--- src/rtl/shift_sweep_ctrl.sv ---
// Sweep sequencer for a combinational shifter: steps amt 1..2^AW-1,
// holds each value HOLD cycles, captures y and folds it into a signature.
module shift_sweep_ctrl #(
  parameter int W    = 8,
  parameter int AW   = 3,
  parameter int HOLD = 1
) (
  input  logic          clk,
  input  logic          reset,
  input  logic          start,
  input  logic          abort,
  input  logic [W-1:0]  a_in,
  input  logic          choice_in,
  output logic [W-1:0]  a,
  output logic [AW-1:0] amt,
  output logic          choice,
  input  logic [W-1:0]  y,
  output logic          res_valid,
  output logic [W-1:0]  res_y,
  output logic [AW-1:0] res_amt,
  output logic [W-1:0]  sig,
  output logic          busy,
  output logic          done
);

  localparam logic [AW-1:0] AMT_MAX   = '1;
  localparam logic [7:0]    HOLD_LAST = 8'(HOLD - 1);

  typedef enum logic {IDLE, RUN} state_t;

  state_t        state_q, state_d;
  logic [W-1:0]  a_q, a_d;
  logic [AW-1:0] amt_q, amt_d;
  logic          choice_q, choice_d;
  logic [7:0]    hold_q, hold_d;
  logic          res_valid_q, res_valid_d;
  logic [W-1:0]  res_y_q, res_y_d;
  logic [AW-1:0] res_amt_q, res_amt_d;
  logic [W-1:0]  sig_q, sig_d;
  logic          done_q, done_d;

  always_comb begin
    state_d     = state_q;
    a_d         = a_q;
    amt_d       = amt_q;
    choice_d    = choice_q;
    hold_d      = hold_q;
    res_valid_d = 1'b0;
    res_y_d     = res_y_q;
    res_amt_d   = res_amt_q;
    sig_d       = sig_q;
    done_d      = 1'b0;
    unique case (state_q)
      IDLE: begin
        if (start && !abort) begin
          state_d  = RUN;
          a_d      = a_in;
          choice_d = choice_in;
          amt_d    = AW'(1);
          sig_d    = '0;
          hold_d   = '0;
        end
      end
      RUN: begin
        if (abort) begin
          state_d = IDLE;
          amt_d   = '0;
        end else if (hold_q < HOLD_LAST) begin
          hold_d = hold_q + 8'd1;
        end else begin
          // End of hold window: y has been stable at least one cycle
          res_valid_d = 1'b1;
          res_y_d     = y;
          res_amt_d   = amt_q;
          sig_d       = sig_q ^ y;
          hold_d      = '0;
          if (amt_q == AMT_MAX) begin
            state_d = IDLE;
            amt_d   = '0;
            done_d  = 1'b1;
          end else begin
            amt_d = amt_q + AW'(1);
          end
        end
      end
      default: state_d = IDLE;
    endcase
  end

  always_ff @(posedge clk or posedge reset) begin
    if (reset) begin
      state_q     <= IDLE;
      a_q         <= '0;
      amt_q       <= '0;
      choice_q    <= 1'b0;
      hold_q      <= '0;
      res_valid_q <= 1'b0;
      res_y_q     <= '0;
      res_amt_q   <= '0;
      sig_q       <= '0;
      done_q      <= 1'b0;
    end else begin
      state_q     <= state_d;
      a_q         <= a_d;
      amt_q       <= amt_d;
      choice_q    <= choice_d;
      hold_q      <= hold_d;
      res_valid_q <= res_valid_d;
      res_y_q     <= res_y_d;
      res_amt_q   <= res_amt_d;
      sig_q       <= sig_d;
      done_q      <= done_d;
    end
  end

  assign a         = a_q;
  assign amt       = amt_q;
  assign choice    = choice_q;
  assign res_valid = res_valid_q;
  assign res_y     = res_y_q;
  assign res_amt   = res_amt_q;
  assign sig       = sig_q;
  assign busy      = (state_q == RUN);
  assign done      = done_q;

endmodule

--- config.mk ---
export PLATFORM = sky130hd
export DESIGN_NAME = shift_sweep_ctrl
export DESIGN_NICKNAME = d
export VERILOG_FILES = /design/src/rtl/shift_sweep_ctrl.sv
export SDC_FILE = /design/constraint.sdc
export NUM_CORES = 1
export LEC_CHECK = 0
export ABC_AREA = 1
export BUFFER_PORTS_ARGS = -buffer_cell sky130_fd_sc_hd__buf_2
export CORE_ASPECT_RATIO = 1.2
export CORE_UTILIZATION = 51
export DETAILED_ROUTE_END_ITERATION = 8
export GPL_TIMING_DRIVEN = 0
export PLACE_DENSITY = 0.9
export SYNTH_ARGS = -nofsm -noshare
export SYNTH_HDL_FRONTEND = slang
export SYNTH_SLANG_ARGS = --single-unit
--- constraint.sdc ---
create_clock -name clk -period 1.7 [get_ports clk]
set_input_delay 0.34 -clock clk [delete_from_list [all_inputs] [get_ports clk]]
set_output_delay 0.34 -clock clk [all_outputs]
set_load 0.005 [all_outputs]
; ---- After elaboration in Yosys (flattened, before gate mapping)
; Index checks and enable logic that the tools add are counted.
[word_totals]
reg_bits = 42
out_inout_bits = 34
elab_cells = 53
[op_classes]
add_sub_neg = 2
n_lt_le_gt_ge = 1
eq_ne = 5
muxes = 24
n_bitwise = 4
n_reduce_logical = 7
[op_table]
columns = op, count
row1 = $mux W8, 5
row2 = $pmux W8 S2, 2
row3 = $mux W3, 4
row4 = $mux W1, 11
row5 = $add A8 B1 Y8 const B, 1
row6 = $lt A8 B1 Y1 const B, 1
row7 = $xor A8 B8 Y8, 1
row8 = $ne A2 B2 Y1 const B, 3
row9 = $pmux W3 S2, 1
row10 = $reduce_and A2 Y1, 3
row11 = $reduce_and A3 Y1, 2
row12 = $add A3 B1 Y3 const B, 1
row13 = $eq A3 B3 Y1 const B, 1
row14 = $ne A3 B3 Y1 const B, 1
row15 = $not A1 Y1, 3
row16 = $pmux W1 S2, 1
row17 = $logic_and A1 B1 Y1, 1
row18 = $logic_not A1 Y1, 1

; ---- Longest topological paths before layout
[depth]
ltp_word = 5
mapped_depth = 7
mapped_depth_nobuf = 5

; ---- Least setup slack after synthesis
; No wires, ideal clock.
[synth_path]
path_type = reg2reg
from = reg amt_q[0], in the netlist amt[0]
to = reg amt_q[2], in the netlist amt[2]
setup_ps = 126
arrival_ps = 965
required_ps = 1574
slack_ps = 609
stages_incl_launch_ff = 5
n_path_buf = 0
synth_period_minus_slack_ps = 1091
cell_sequence = dfrtp_1 > ha_1 > ha_1 > nand2_1 > o21ai_0
[synth_via]
elab_chain_len = 5
[synth_lines]
columns = item, line
row1 = from (decl), 33  ; logic [AW-1:0] amt_q, amt_d;
row2 = from (signal assigned), 105  ; amt_q <= amt_d;
row3 = $add A3 B1 Y3 / $eq A3 B3 Y1 (equally long branches), "82, 77"
row4 = $mux W3 *, 77  ; if (amt_q == AMT_MAX) begin
row5 = $mux W3 *, 68  ; end else if (hold_q < HOLD_LAST) begin
row6 = $mux W3 *, 65  ; if (abort) begin
row7 = $pmux W3 S2 *, 53  ; unique case (state_q)
; Mark *: on every way between the ends. The rest lies on a longest branch, timed or not. The select of a mux whose other input is x is not followed.
; A chain may end at the register's enable or synchronous reset.

; ---- Worst setup path after layout
[layout_path]
from = reg state_q, in the netlist busy
to = out busy
[layout_rtl]
columns = item, line
row1 = from (decl), 31  ; state_t state_q, state_d;
row2 = from (signal assigned), 103  ; state_q <= state_d;
row3 = to (decl), 22  ; output logic busy,
; No word-level cell between the ends.

==> run summary <==
Req. time, crit path: 1.36 ns
Mapped cell area: 0.001446 sq mm
Area after DPL: 0.001758 sq mm
Comb power frac: 25.0%
Clock power share: 20.1%
Pint: 1358 uW
First-pass GRT wire length: 4657 microns
Fillers: 222
Setup crit end kind: output port
Clk_skew: 0.006232 ns
Vias: 1244
Diode count: 0
Die width: 50.62 microns
Clock root buffer: clkbuf_4
Slowest CP cell: dfrtp_1
# hold bufs at CTS: 0
Dpl cells: 250
Maximum VDD drop: 0.6921 mV
Crit path max-delay family: flip-flops
Worst Max-Slew Pin Slew: 0.5939 ns
Critical path fanouts, max: 4
Initial antenna violation count: 0
Critical path launch point type: flip-flop
Crit path buf inv count: 1
Post-CTS sizing: 0
Status: finished, final reports clean
Synth warn: 0
Num ports: 55
Seq/Total Area, Yosys: 58.82%
Final setup viols: 0
Leak pwr: 0.001111 uW
Design area: 0.001831 sq mm
Yosys reg bits: 34
Share of layout cells above drive strength 1: 32.44%
Post-synth net total: 186
Grt ovf: 0
Pre-antenna DRT Iters: 4
Sw Share: 30.32%
Worst r2r path cells: 4
RSZ-0062 raised after global routing: no
Via density: 4.822
Max Fclk: 0.7959 GHz
Worst path arrival time: 0.92 ns
HP Class: input pin to asynchronous set/reset pin
Port bufs: 54
DR WL/cell: 11.17 microns
Nets@finish: 248
Post-route insts no fill: 258
Maxcap violations: 0
Worst path depth: 1
Sequential Area: 850.8 sq um
Sw power: 590.8 uW
Starting density of the core: 55.58%
Critical R2R Launch: busy
Row count: 20
Minimum clock period: 1.256 ns
Remaining antenna violation count: 0
Final Max Tran Viols: 0
Pre-CTS setup slack: 0.2198 ns
Vias in the first global route: 1115
Number of clock sinks: 34
Crit path cell chain: buf_2
Clock buffer depth: 2
Rel. slew slack: 60.36%
H-tree depth: 2
Setup Buffers After CTS: 0
Cell Pwr Density: 1065 mW/mm^2
RD Place Congestion: 0.7265
Clock-pin slew of the registers on the worst-case setup and hold paths: 0.09 ns
Area Overhead vs Synth: 26.56%
Count of different cell masters after synthesis: 17
Post-Synthesis Cells: 163
Sequential power share: 54.9%
Clk_lat worst skew: 0.32 ns
CTS Buf Count: 5
CP Launch Point: busy
Kind of critical path: flip-flop to output port
Slowest stage delay, CP: 0.44 ns
Fin. Hold Viols: 0
Fin crit share: 73.90%
Core ar.: 0.002603 sq mm
Mean Syn Cell Area: 8.874 sq um
GRT Total Usage: 21.72%
Multi-input logic area: 457.9 sq um
PnR worst setup slack: 0.4436 ns
Detailed router's first-iteration violation count: 25
CTS tree: built
Hold WS: 0.06347 ns
Drt drc: 0
DIE HEIGHT: 60.34 microns
Die area: 0.003054 sq mm
Largest net degree at the start of global routing: 35
Post-route setup TNS: 0 ns
Drt total wl: 2882 microns
Hpwl dp: 2210 microns
[registers in the layout, summed over array words and instances (netlist names)]
name	cells
a	8
res_valid	1
res_y	8
busy	1
amt	3
res_amt	3
sig	8
done	1
choice	1
[path summary, 6_finish.rpt]
check                                end  slack (ns)
worst max-delay path                busy        0.44
worst min-delay path                a[7]        0.06
worst max register to register    choice        0.54
worst min register to register  res_y[6]        0.48
max in group asynchronous       res_y[0]        1.13
min in group clk                    a[6]        0.24
[routing by layer]
metal	routed length, microns	share of wire (%)	global-route usage (%)
met1	1202	42	25.00
met2	1466	51	37.14
met3	181	6.3	7.519
met4	31	1.1	9.524
met5	0	0	0
[layout by cell type (no fill, tap or decap)]
master	netlist	layout
buf_16	0	1
buf_2	2	56
buf_4	3	3
buf_6	1	1
clkbuf_1	0	2
clkbuf_4	0	5
dfrtp_1	34	34
ha_1	2	2
inv_1	22	22
inv_2	3	3
nand2_1	51	51
nand2_2	1	1
nand3_1	12	12
nand3_2	3	3
nand4_1	3	3
nor2_1	8	8
o21ai_0	6	6
o21ai_1	9	9
or2_0	2	2
xor2_1	1	1
[synth_stat cells]
cell type  count  area (sq um)
buf_2          2         10.01
buf_4          3         22.52
buf_6          1         11.26
dfrtp_1       34         850.8
ha_1           2         25.02
inv_1         22         82.58
inv_2          3         11.26
nand2_1       51         191.4
nand2_2        1         6.260
nand3_1       12         60.06
nand3_2        3         30.03
nand4_1        3         18.77
nor2_1         8         30.03
o21ai_0        6         30.03
o21ai_1        9         45.04
or2_0          2         12.51
xor2_1         1         8.760
[cells by family after synthesis]
group                      after synthesis  share of synthesized area [%]
AOI/OAI and AO/OA                       15                          5.190
xor gates and xnor gates                 1                         0.6056
adders and majority gates                2                          1.730
buffers and inverters                   31                          9.515
DFF                                     34                          58.82
and+or+nand+nor                         80                          24.14
[area by class of cell]
cell class / count / share of cell area [%]
flip-flops and latches: 34 / 46.48
inverters: 25 / 5.126
well taps: 33 / 2.256
repair buffers: 55 / 16.27
clock buffers: 7 / 2.461
plain buffers: 6 / 2.392
multi-input cells: 98 / 25.02
[power groups by stage]
stage               registers, uW  logic [uW]  clock network (uW)
finish                       1070         487                 393
global route                 1090         559                 438
CTS                          1070         486                 404
detailed placement           1080         485                   0
global placement             1080         466                   0
floorplan                    1090         231                   0
[through the flow]
step,utilization [%],power [uW]
after floorplan,-,1324
after global placement,67.55,1543
after detailed placement,67.55,1567
after CTS,69.28,1958
after global routing,70.34,2086
final,70.34,1949
(Power assumes the default switching activity.)
